`src/rtl/note_lane_pool.sv`:
```
// note_lane_pool: pool of falling-note slots with a spawn handshake, per-frame advance, key judgement and score/combo.
// Define NOTE_LANE_POOL_COMBO_EN to keep a combo register and scale hit points by the current combo.
module note_lane_pool #(
  parameter int N_SLOTS  = 4,
  parameter int N_LANES  = 4,
  parameter int LANE_W   = 160,
  parameter int NOTE_H   = 32,
  parameter int SPEED    = 2,
  parameter int HIT_LINE = 450,
  parameter int HIT_WIN  = 16,
  parameter int SCORE_W  = 16,
  localparam int LIW     = (N_LANES > 1) ? $clog2(N_LANES) : 1,
  localparam int SIW     = (N_SLOTS > 1) ? $clog2(N_SLOTS) : 1
) (
  input  logic               CLOCK_25,
  input  logic               rst_n,
  input  logic               frame_tick,
  input  logic               spawn_valid,
  input  logic [LIW-1:0]     spawn_lane,
  output logic               spawn_ready,
  input  logic [N_LANES-1:0] keys,
  input  logic [9:0]         next_x,
  input  logic [9:0]         next_y,
  output logic [N_LANES-1:0] sprite_lane,
  output logic [SCORE_W-1:0] score,
  output logic [7:0]         combo,
  output logic               hit_pulse,
  output logic               miss_pulse
);

  localparam int WIN_LO = HIT_LINE - HIT_WIN;
  localparam int WIN_HI = HIT_LINE + HIT_WIN;

  logic [N_SLOTS-1:0] r_active;
  logic [LIW-1:0]     r_lane [N_SLOTS];
  logic [9:0]         r_y [N_SLOTS];
  logic               r_ready;
  logic [SCORE_W-1:0] r_score;
  logic               r_hit;
  logic               r_miss;
  logic [N_LANES-1:0] r_key_p0;
  logic [N_LANES-1:0] r_key_p1;
  logic [N_LANES-1:0] r_key_p2;

  logic [N_LANES-1:0] w_press;
  logic [N_LANES-1:0] w_found;
  logic [SIW-1:0]     w_best [N_LANES];
  logic [9:0]         w_best_y [N_LANES];
  logic [N_SLOTS-1:0] w_hit_slot;
  logic [3:0]         w_h;
  logic               w_stray;
  logic               w_tick_miss;
  logic               w_m;
  logic [N_SLOTS-1:0] w_act_n;
  logic [9:0]         w_y_n [N_SLOTS];
  logic [LIW-1:0]     w_lane_n [N_SLOTS];
  logic               w_free_any;
  logic [SIW-1:0]     w_free_idx;
  logic [6:0]         w_points;
  logic [SCORE_W-1:0] w_score_n;
  logic [N_LANES-1:0] w_sprite;

  function automatic logic [SCORE_W-1:0] sat_score(input logic [SCORE_W-1:0] a, input logic [6:0] b);
    logic [SCORE_W+7:0] s;
    s = (SCORE_W+8)'(a) + (SCORE_W+8)'(b);
    if (s > (SCORE_W+8)'({SCORE_W{1'b1}})) return {SCORE_W{1'b1}};
    return s[SCORE_W-1:0];
  endfunction

`ifdef NOTE_LANE_POOL_COMBO_EN
  logic [7:0] r_combo;
  logic [7:0] w_combo_n;

  function automatic logic [7:0] sat_combo(input logic [7:0] c, input logic [3:0] h);
    logic [8:0] s;
    s = {1'b0, c} + 9'(h);
    return s[8] ? 8'hFF : s[7:0];
  endfunction

  // Multiplier grows by one every 8 combo, capped at 4.
  function automatic logic [2:0] combo_mult(input logic [7:0] c);
    logic [4:0] q;
    q = c[7:3];
    return (q > 5'd3) ? 3'd4 : (3'(q) + 3'd1);
  endfunction
`endif

  // Key synchroniser (p0, p1) and edge-detect history (p2)
  always_ff @(posedge CLOCK_25 or negedge rst_n) begin
    if (!rst_n) begin
      r_key_p0 <= '0;
      r_key_p1 <= '0;
      r_key_p2 <= '0;
    end else begin
      r_key_p0 <= keys;
      r_key_p1 <= r_key_p0;
      r_key_p2 <= r_key_p1;
    end
  end

  // Judgement: per lane, deepest in-window note wins, lowest index on a tie
  always_comb begin
    w_press    = r_key_p1 & ~r_key_p2;
    w_found    = '0;
    w_hit_slot = '0;
    w_h        = '0;
    w_stray    = 1'b0;
    for (int l = 0; l < N_LANES; l++) begin
      w_best[l]   = '0;
      w_best_y[l] = '0;
      for (int i = 0; i < N_SLOTS; i++) begin
        if (r_active[i] && (r_lane[i] == LIW'(l)) &&
            (int'(r_y[i]) >= WIN_LO) && (int'(r_y[i]) <= WIN_HI) &&
            (!w_found[l] || (r_y[i] > w_best_y[l]))) begin
          w_found[l]  = 1'b1;
          w_best[l]   = SIW'(i);
          w_best_y[l] = r_y[i];
        end
      end
      if (w_press[l]) begin
        if (w_found[l]) begin
          w_hit_slot[w_best[l]] = 1'b1;
          w_h = w_h + 4'd1;
        end else begin
          w_stray = 1'b1;
        end
      end
    end
  end

  // Slot update: hits free first, then frame advance, then spawn into a slot idle before this edge
  always_comb begin
    logic [10:0] y_adv;
    y_adv       = '0;
    w_act_n     = r_active;
    w_tick_miss = 1'b0;
    w_free_any  = 1'b0;
    w_free_idx  = '0;
    for (int i = 0; i < N_SLOTS; i++) begin
      w_y_n[i]    = r_y[i];
      w_lane_n[i] = r_lane[i];
      if (w_hit_slot[i]) begin
        w_act_n[i] = 1'b0;
      end else if (r_active[i] && frame_tick) begin
        y_adv = {1'b0, r_y[i]} + 11'(SPEED);
        if (int'(y_adv) > WIN_HI) begin
          w_act_n[i]  = 1'b0;
          w_tick_miss = 1'b1;
        end else begin
          w_y_n[i] = y_adv[9:0];
        end
      end
    end
    for (int i = N_SLOTS - 1; i >= 0; i--) begin
      if (!r_active[i]) begin
        w_free_any = 1'b1;
        w_free_idx = SIW'(i);
      end
    end
    if (spawn_valid && r_ready && w_free_any) begin
      w_act_n[w_free_idx]  = 1'b1;
      w_y_n[w_free_idx]    = '0;
      w_lane_n[w_free_idx] = spawn_lane;
    end
  end

  assign w_m = w_stray | w_tick_miss;

`ifdef NOTE_LANE_POOL_COMBO_EN
  always_comb begin
    w_points  = 7'(w_h) * 7'(combo_mult(r_combo));
    w_combo_n = w_m ? 8'd0 : sat_combo(r_combo, w_h);
  end

  always_ff @(posedge CLOCK_25 or negedge rst_n) begin
    if (!rst_n) r_combo <= '0;
    else        r_combo <= w_combo_n;
  end

  assign combo = r_combo;
`else
  assign w_points = 7'(w_h);
  assign combo    = '0;
`endif

  assign w_score_n = sat_score(r_score, w_points);

  // Registered slot, score and event state
  always_ff @(posedge CLOCK_25 or negedge rst_n) begin
    if (!rst_n) begin
      r_active <= '0;
      for (int i = 0; i < N_SLOTS; i++) begin
        r_lane[i] <= '0;
        r_y[i]    <= '0;
      end
      r_ready <= 1'b0;
      r_score <= '0;
      r_hit   <= 1'b0;
      r_miss  <= 1'b0;
    end else begin
      r_active <= w_act_n;
      for (int i = 0; i < N_SLOTS; i++) begin
        r_lane[i] <= w_lane_n[i];
        r_y[i]    <= w_y_n[i];
      end
      r_ready <= ~&w_act_n;
      r_score <= w_score_n;
      r_hit   <= (w_h != 4'd0);
      r_miss  <= w_m;
    end
  end

  // Sprite lookup straight from registered slot state
  always_comb begin
    w_sprite = '0;
    for (int i = 0; i < N_SLOTS; i++) begin
      if (r_active[i] &&
          (int'(next_x) >= int'(r_lane[i]) * LANE_W) &&
          (int'(next_x) < (int'(r_lane[i]) + 1) * LANE_W) &&
          (next_y >= r_y[i]) &&
          ({1'b0, next_y} < ({1'b0, r_y[i]} + 11'(NOTE_H)))) begin
        w_sprite[r_lane[i]] = 1'b1;
      end
    end
  end

  assign spawn_ready = r_ready;
  assign sprite_lane = w_sprite;
  assign score       = r_score;
  assign hit_pulse   = r_hit;
  assign miss_pulse  = r_miss;

endmodule

```
`config.mk`:
```
export PLATFORM = sky130hd
export DESIGN_NAME = note_lane_pool
export DESIGN_NICKNAME = d
export VERILOG_FILES = /design/src/rtl/note_lane_pool.sv
export SDC_FILE = /design/constraint.sdc
export NUM_CORES = 1
export LEC_CHECK = 0
export BUFFER_PORTS_ARGS = -buffer_cell sky130_fd_sc_hd__buf_2
export CORE_MARGIN = 2
export CORE_UTILIZATION = 45
export CTS_CLUSTER_DIAMETER = 50
export DETAILED_ROUTE_END_ITERATION = 10
export GPL_TIMING_DRIVEN = 0
export SETUP_SLACK_MARGIN = 0.2
export SKIP_CTS_REPAIR_TIMING = 1
export SYNTH_ARGS = -nofsm -noshare
export SYNTH_HDL_FRONTEND = slang
export SYNTH_SLANG_ARGS = --single-unit
```
`constraint.sdc`:
```
create_clock -name CLOCK_25 -period 8.08 [get_ports CLOCK_25]
set_input_delay 1.616 -clock CLOCK_25 [delete_from_list [all_inputs] [get_ports CLOCK_25]]
set_output_delay 1.616 -clock CLOCK_25 [all_outputs]
set_load 0.01 [all_outputs]
```
==> results of run 1 <==
[state kept, by name (all words and copies together), names as in the netlist]
name	flops
hit_pulse	1
r_key_p1	4
spawn_ready	1
r_key_p0	4
r_lane	8
r_active	4
score	16
miss_pulse	1
r_y	40
r_key_p2	4
[metal layers]
metal / GRT usage (%) / part of all wire [%]
met1: 38.6 / 45
met2: 41.3 / 43
met3: 5.58 / 7.7
met4: 10.4 / 3.5
met5: 0 / 0
[logic make-up (layout without fill, tap and decap cells)]
family / Yosys count / in the layout / share of synthesized area, %
xor+xnor: 29 / 29 / 2.14
fa+ha+maj: 264 / 264 / 27.8
flops: 83 / 83 / 17.5
simple gates: 461 / 461 / 20.0
compound gates: 372 / 373 / 22.4
other cells: 2 / 20 / 0.0632
buf+inv: 143 / 261 / 5.08
mux: 55 / 55 / 4.97
[per-stage QoR]
step                total power [W]  setup slack, ns  area (sq um)
floorplan                   0.00198            0.445         12000
global placement            0.00250            -1.23         12600
detailed placement          0.00255            -1.22         12700
CTS                         0.00303            -1.24         13000
global route                0.00358            0.116         13800
finish                      0.00329            0.402         13800
[worst reg2reg max path, delay by kind of cell, from the launching register on]
family,cells,cell delay (ns)
AOI/OAI and AO/OA,12,2.84
adders and majority gates,4,0.94
buffers and inverters,5,0.74
DFF,1,0.43
muxes,2,0.46
and+or+nand+nor,10,2.14
[path summary, 6_finish.rpt]
kind,to,startpoint
hold / removal,r_key_p1[3]$_DFF_PN0_,r_key_p0[3]$_DFF_PN0_
max in group asynchronous,score[4]$_DFF_PN0_,rst_n
min in group asynchronous,r_y[37]$_DFF_PN0_,rst_n
setup / recovery,r_y[28]$_DFF_PN0_,r_y[35]$_DFF_PN0_
hold reg to reg,r_key_p1[3]$_DFF_PN0_,r_key_p0[3]$_DFF_PN0_
setup reg to reg,r_y[28]$_DFF_PN0_,r_y[35]$_DFF_PN0_
[Yosys cell counts, drive strengths merged (4+ instances only)]
cell and number:
nand3b 5, xnor2 22, a32oi 9, a221oi 5, buf 29, clkbuf 24
o21a 24, nor2 46, or4 9, and4 6, nor4 5, a21oi 66
mux2i 23, xor2 7, nand4 49, a211oi 21, dfrtp 83, o41ai 4
nor2b 29, a2111oi 12, a31oi 5, inv 90, o22ai 8, a21o 32
nand2b 22, o211ai 20, ha 263, and3 13, nand3 46, o31ai 16
mux2 32, and2 12, o211a 7, o21bai 6, or3 11, nand2 157
nor3b 4, nor3 32, o21ai 89, or2 4, o2111ai 7, o2bb2ai 4
[report_power, final]
group	internal (W)	switching, W	total [W]
registers	0.000507	0.000228	0.000734
logic	0.000880	0.00121	0.00209
clock network	0.000250	0.000212	0.000462
total	0.00164	0.00165	0.00329
[area by class of cell]
cell class | instances | area, sq um
sequential | 83 | 2080
tap | 335 | 419
clock buffer | 9 | 225
timing repair buffer | 102 | 672
buffer | 53 | 337
clock inverter | 7 | 95.1
fill | 2507 | 12200
inverter | 90 | 342
multi-input combinational | 1202 | 9630
==> impl_metrics.json, run 1 <==
{
  "cp_common_cell": "ha_1",
  "avgRoutedWirePerCell_microns": 20.9,
  "crit_arrival_ns": 7.92,
  "grt_max_degree": 67,
  "reg2reg_slack_ns": 0.40,
  "skew_ns": 0.0105,
  "dr.pass1.iters": 5,
  "slowest_delay_ns": 0.55,
  "fin_crit_sh_pct": 95.0,
  "avgSynthCellArea_sq_um": 8.44,
  "yosys.area.top_type": "ha_1",
  "ys.warnings.count": 0,
  "clock.fmax_ghz": 0.130,
  "final_util_pct": 53.1,
  "syn_to_final_growth_pct": 16.1,
  "cp.required_ns": 8.33,
  "period_minus_slack_ns": 7.68,
  "drt_iter0_markers": 949,
  "hp-class": "reg -> reg",
  "place.gp.congestion": 0.952,
  "cts_buffer_depth": 2,
  "r2r.worst_path.cells": 33,
  "fin_nets": 1835,
  "crit_slowest_cell": "or4_4",
  "clkTransAtPathRegs_ns": 0.07,
  "synthCells": 1409,
  "layout_commonest_cell": "ha_1",
  "viasPerCell": 6.07,
  "grt-ovfl-total": 0,
  "cp_num_buf_inv": 5,
  "rsz0062_at_grt": "no",
  "placed_cells": 1815,
  "tns_ns": 0,
  "grt_pass1_vias": 10500,
  "drv_slew": 0,
  "slew_headroom_pct": 33.5,
  "async_flop_share_pct": 100,
  "ir_worst_vdd_v": 0.000160,
  "place_hpwl_mm": 30.5,
  "ys_types": 97,
  "critPathMaxFanout": 10,
  "ios": 61,
  "synth_top_area_share_pct": 27.7,
  "cts_buffers": 9,
  "clock_latency_ns": 0.36,
  "hold_ws_ns": 0.356,
  "die_w_microns": 167,
  "timing.hold.worst_path_depth": 0,
  "cpLargestDelayFamily": "compound AO/OA/AOI/OAI gates",
  "drc": 0,
  "rows": 59,
  "critPathKind": "reg -> reg",
  "coreArea_sq_um": 26000,
  "cts_sinks": 83,
  "die_y_microns": 167,
  "outcome": "finished clean",
  "leakage_nw": 6.42,
  "worst-path-stages": 33,
  "ant_nets": 0,
  "n_antenna_cell": 0,
  "synth_area_leaders": "ha_1, dfrtp_1, nand2_1",
  "critPathCaptureType": "register",
  "final_layout_size_suffix_gt1_share_pct": 17.1,
  "fin_cells": 1881,
  "die_area_sq_um": 27700,
  "final_cell_mix": "ha_1, nand2_1, inv_1",
  "grt_pass1_wl_mm": 59.8,
  "power_density_nw_per_um2": 238,
  "synth_edf_count": 0,
  "cts_tree": "built",
  "synth_seq_area_share_pct": 17.5,
  "start_util_pct": 45.8,
  "finalWirelength_mm": 39.3,
  "antenna_found_initial": 0,
  "ys.flop_type": "dfrtp_1",
  "maxCapViolCount": 0,
  "synth_seq_cells": 83,
  "vias": 11400,
  "numPortBuffers": 52,
  "setup_violations": 0,
  "netlist_area_sq_um": 11900,
  "tightest_slew_ns": 0.972,
  "grt_usage_pct": 27.4,
  "critPathLaunchType": "register",
  "htree_levels": 3,
  "clockRootBuffer": "clkbuf_16",
  "finalHoldViolCount": 0
}
Power figures use the tool's default switching activity.
==> inputs of run 2 (changes only) <==
CORE_UTILIZATION = 58   (was 45)
PLACE_DENSITY = 0.79   (was default)
==> run 2 against run 1 <==
Against the previous run: maximum frequency fell by 1.5%; clock power decreased by 14%; die area is 22% lower; global-route usage increased by 6.1 points; sequential share of layout area rose by 0.38 points; flip-flop and latch count did not move; critical endpoint unchanged; largest cell class unchanged; largest power group unchanged; highest routed layer unchanged.
==> impl_metrics.json, run 2 (same netlist as run 1, synthesis figures left out) <==
{
  "antenna_found_initial": 0,
  "met2_usage_pct": 51.8,
  "grt_usage_pct": 33.5,
  "fin_crit_sh_pct": 96.4,
  "die_area_sq_um": 21700,
  "slew_headroom_pct": 27.4,
  "cp.required_ns": 8.36,
  "ant_nets": 0,
  "crit_arrival_ns": 8.07,
  "fillers": 1670,
  "timing.rr.end": "r_y[28]$_DFF_PN0_",
  "worst_slack_ns": 0.288,
  "cts_buffers": 9,
  "fin_nets": 1820,
  "drc": 0,
  "period_minus_slack_ns": 7.79,
  "drv_slew": 0,
  "r2r-start": "r_y[35]$_DFF_PN0_",
  "critPathMaxFanout": 10,
  "final_cell_mix": "ha_1, nand2_1, o21ai_0",
  "start_util_pct": 59.0,
  "ir_worst_vdd_v": 0.000238,
  "ios": 61,
  "clock_latency_ns": 0.36,
  "met1_usage_pct": 45.8,
  "syn_to_final_growth_pct": 13.2,
  "finalHoldViolCount": 0,
  "finalWirelength_mm": 37.4,
  "critPathCaptureType": "register",
  "use_met3_pct": 6.27,
  "regMostFlops": "r_y",
  "r2r.worst_path.cells": 33,
  "place_ws_ns": -1.02,
  "switching_share_pct": 50.7,
  "layout_commonest_cell": "ha_1",
  "coreArea_sq_um": 20200,
  "comb_power_share_pct": 64.1,
  "fin_area_sq_um": 13500,
  "viasPerCell": 6.53,
  "numPortBuffers": 52,
  "n_antenna_cell": 0,
  "holdCritStartpoint": "r_key_p0[0]$_DFF_PN0_",
  "timing.hold.worst_path_depth": 0,
  "clkTransAtPathRegs_ns": 0.06,
  "leakage_nw": 6.27,
  "outcome": "finished clean",
  "tightest_slew_ns": 1.06,
  "cts_tree": "built",
  "place.gp.congestion": 0.963,
  "busiest_layer": "met2",
  "p_int_w": 0.00155,
  "critPathKind": "reg -> reg",
  "grt-ovfl-total": 0,
  "reg2reg_slack_ns": 0.29,
  "clock.fmax_ghz": 0.128,
  "hp-class": "reg -> reg",
  "power_density_nw_per_um2": 234,
  "largest_reg_flops": 40,
  "grt_max_degree": 68,
  "grt_pass1_vias": 10800,
  "hold-path-endpoint": "r_key_p1[0]$_DFF_PN0_",
  "maxCapViolCount": 0,
  "die_w_microns": 147,
  "place_hpwl_mm": 28.5,
  "place_area_sq_um": 12600,
  "final_layout_size_suffix_gt1_share_pct": 15.7,
  "cts_sinks": 83,
  "crit_slowest_cell": "or3_4",
  "avgRoutedWirePerCell_microns": 20.8,
  "rows": 52,
  "clockRootBuffer": "clkbuf_16",
  "clkPwrFrac_pct": 12.6,
  "slowest_delay_ns": 0.47,
  "skew_ns": 0.0193,
  "htree_levels": 3,
  "grt_pass1_wl_mm": 57.2,
  "regArea_sq_um": 2080,
  "vias": 11800,
  "die_y_microns": 147,
  "power.switching_w": 0.00160,
  "drt_iter0_markers": 1000,
  "setup_violations": 0,
  "p_seq_share_pct": 23.3,
  "critPathLaunchType": "register",
  "dr.pass1.iters": 6,
  "multi_input_area_sq_um": 9560,
  "cts_buffer_depth": 2
}
## run 2: cell types whose count changed in the layout (fill, tap and decap cells not counted), sizes merged, moves of 3 or more
cell / delta
clkinvlp: +3
clkbuf: +5
buf: -16
inv: -4
## run 2: layer usage
layer	vias up	wire, microns
met2	594	16400
met3	121	3290
met5	-	0
li1	5506	-
met1	5534	16000
met4	0	1640
## run 2: worst max-delay path by stage
stage                       from                end  slack [ns]
2_1_floorplan  r_y[35]$_DFF_PN0_  r_y[34]$_DFF_PN0_        0.45
5_1_grt        r_y[35]$_DFF_PN0_  r_y[22]$_DFF_PN0_      -0.007
6_report       r_y[35]$_DFF_PN0_  r_y[28]$_DFF_PN0_        0.29
3_3_place_gp   r_y[35]$_DFF_PN0_   r_y[8]$_DFF_PN0_       -0.89
4_1_cts        r_y[35]$_DFF_PN0_   r_y[8]$_DFF_PN0_       -1.06
3_5_place_dp   r_y[35]$_DFF_PN0_   r_y[8]$_DFF_PN0_       -1.02
## run 2: cell type report
type                            count  area share (%)
Buffer                             53            2.44
Timing Repair Buffer               88            4.10
Inverter                           90            2.56
Clock inverter                      4           0.205
Clock buffer                       12            1.76
Sequential cell                    83            15.4
Multi-Input combinational cell   1201            71.0
Tap cell                          270            2.51
## run 2: worst max-delay path, delay by kind of cell (launching register included)
kind / cells / cell delay, ns
AO/OA/AOI/OAI: 14 / 3.27
AND/OR/NAND/NOR: 8 / 1.60
adder cells (fa/ha/maj): 4 / 1.14
buffers and inverters: 5 / 0.75
multiplexers: 2 / 0.54
flip-flops: 1 / 0.42
## run 2: power groups by stage
stage	Clock (W)	Combinational, W	Sequential, W
finish	0.000397	0.00202	0.000735
global route	0.000415	0.00225	0.000743
CTS	0.000398	0.00180	0.000719
detailed placement	0	0.00179	0.000726
global placement	0	0.00172	0.000723
floorplan	0	0.00134	0.000636
## run 2: stage by stage
stage	TNS (ns)	total power (W)	util, %	cells	hold slack [ns]
2_1_floorplan	0	0.00198	-	1427	0.331
3_3_place_gp	-26.05	0.00245	62.3	1749	0.333
3_5_place_dp	-30.53	0.00252	62.4	1750	0.337
4_1_cts	-33.12	0.00292	63.7	1766	0.350
5_1_grt	-0.00758	0.00341	66.7	1801	0.363
6_report	0	0.00315	66.7	1801	0.348
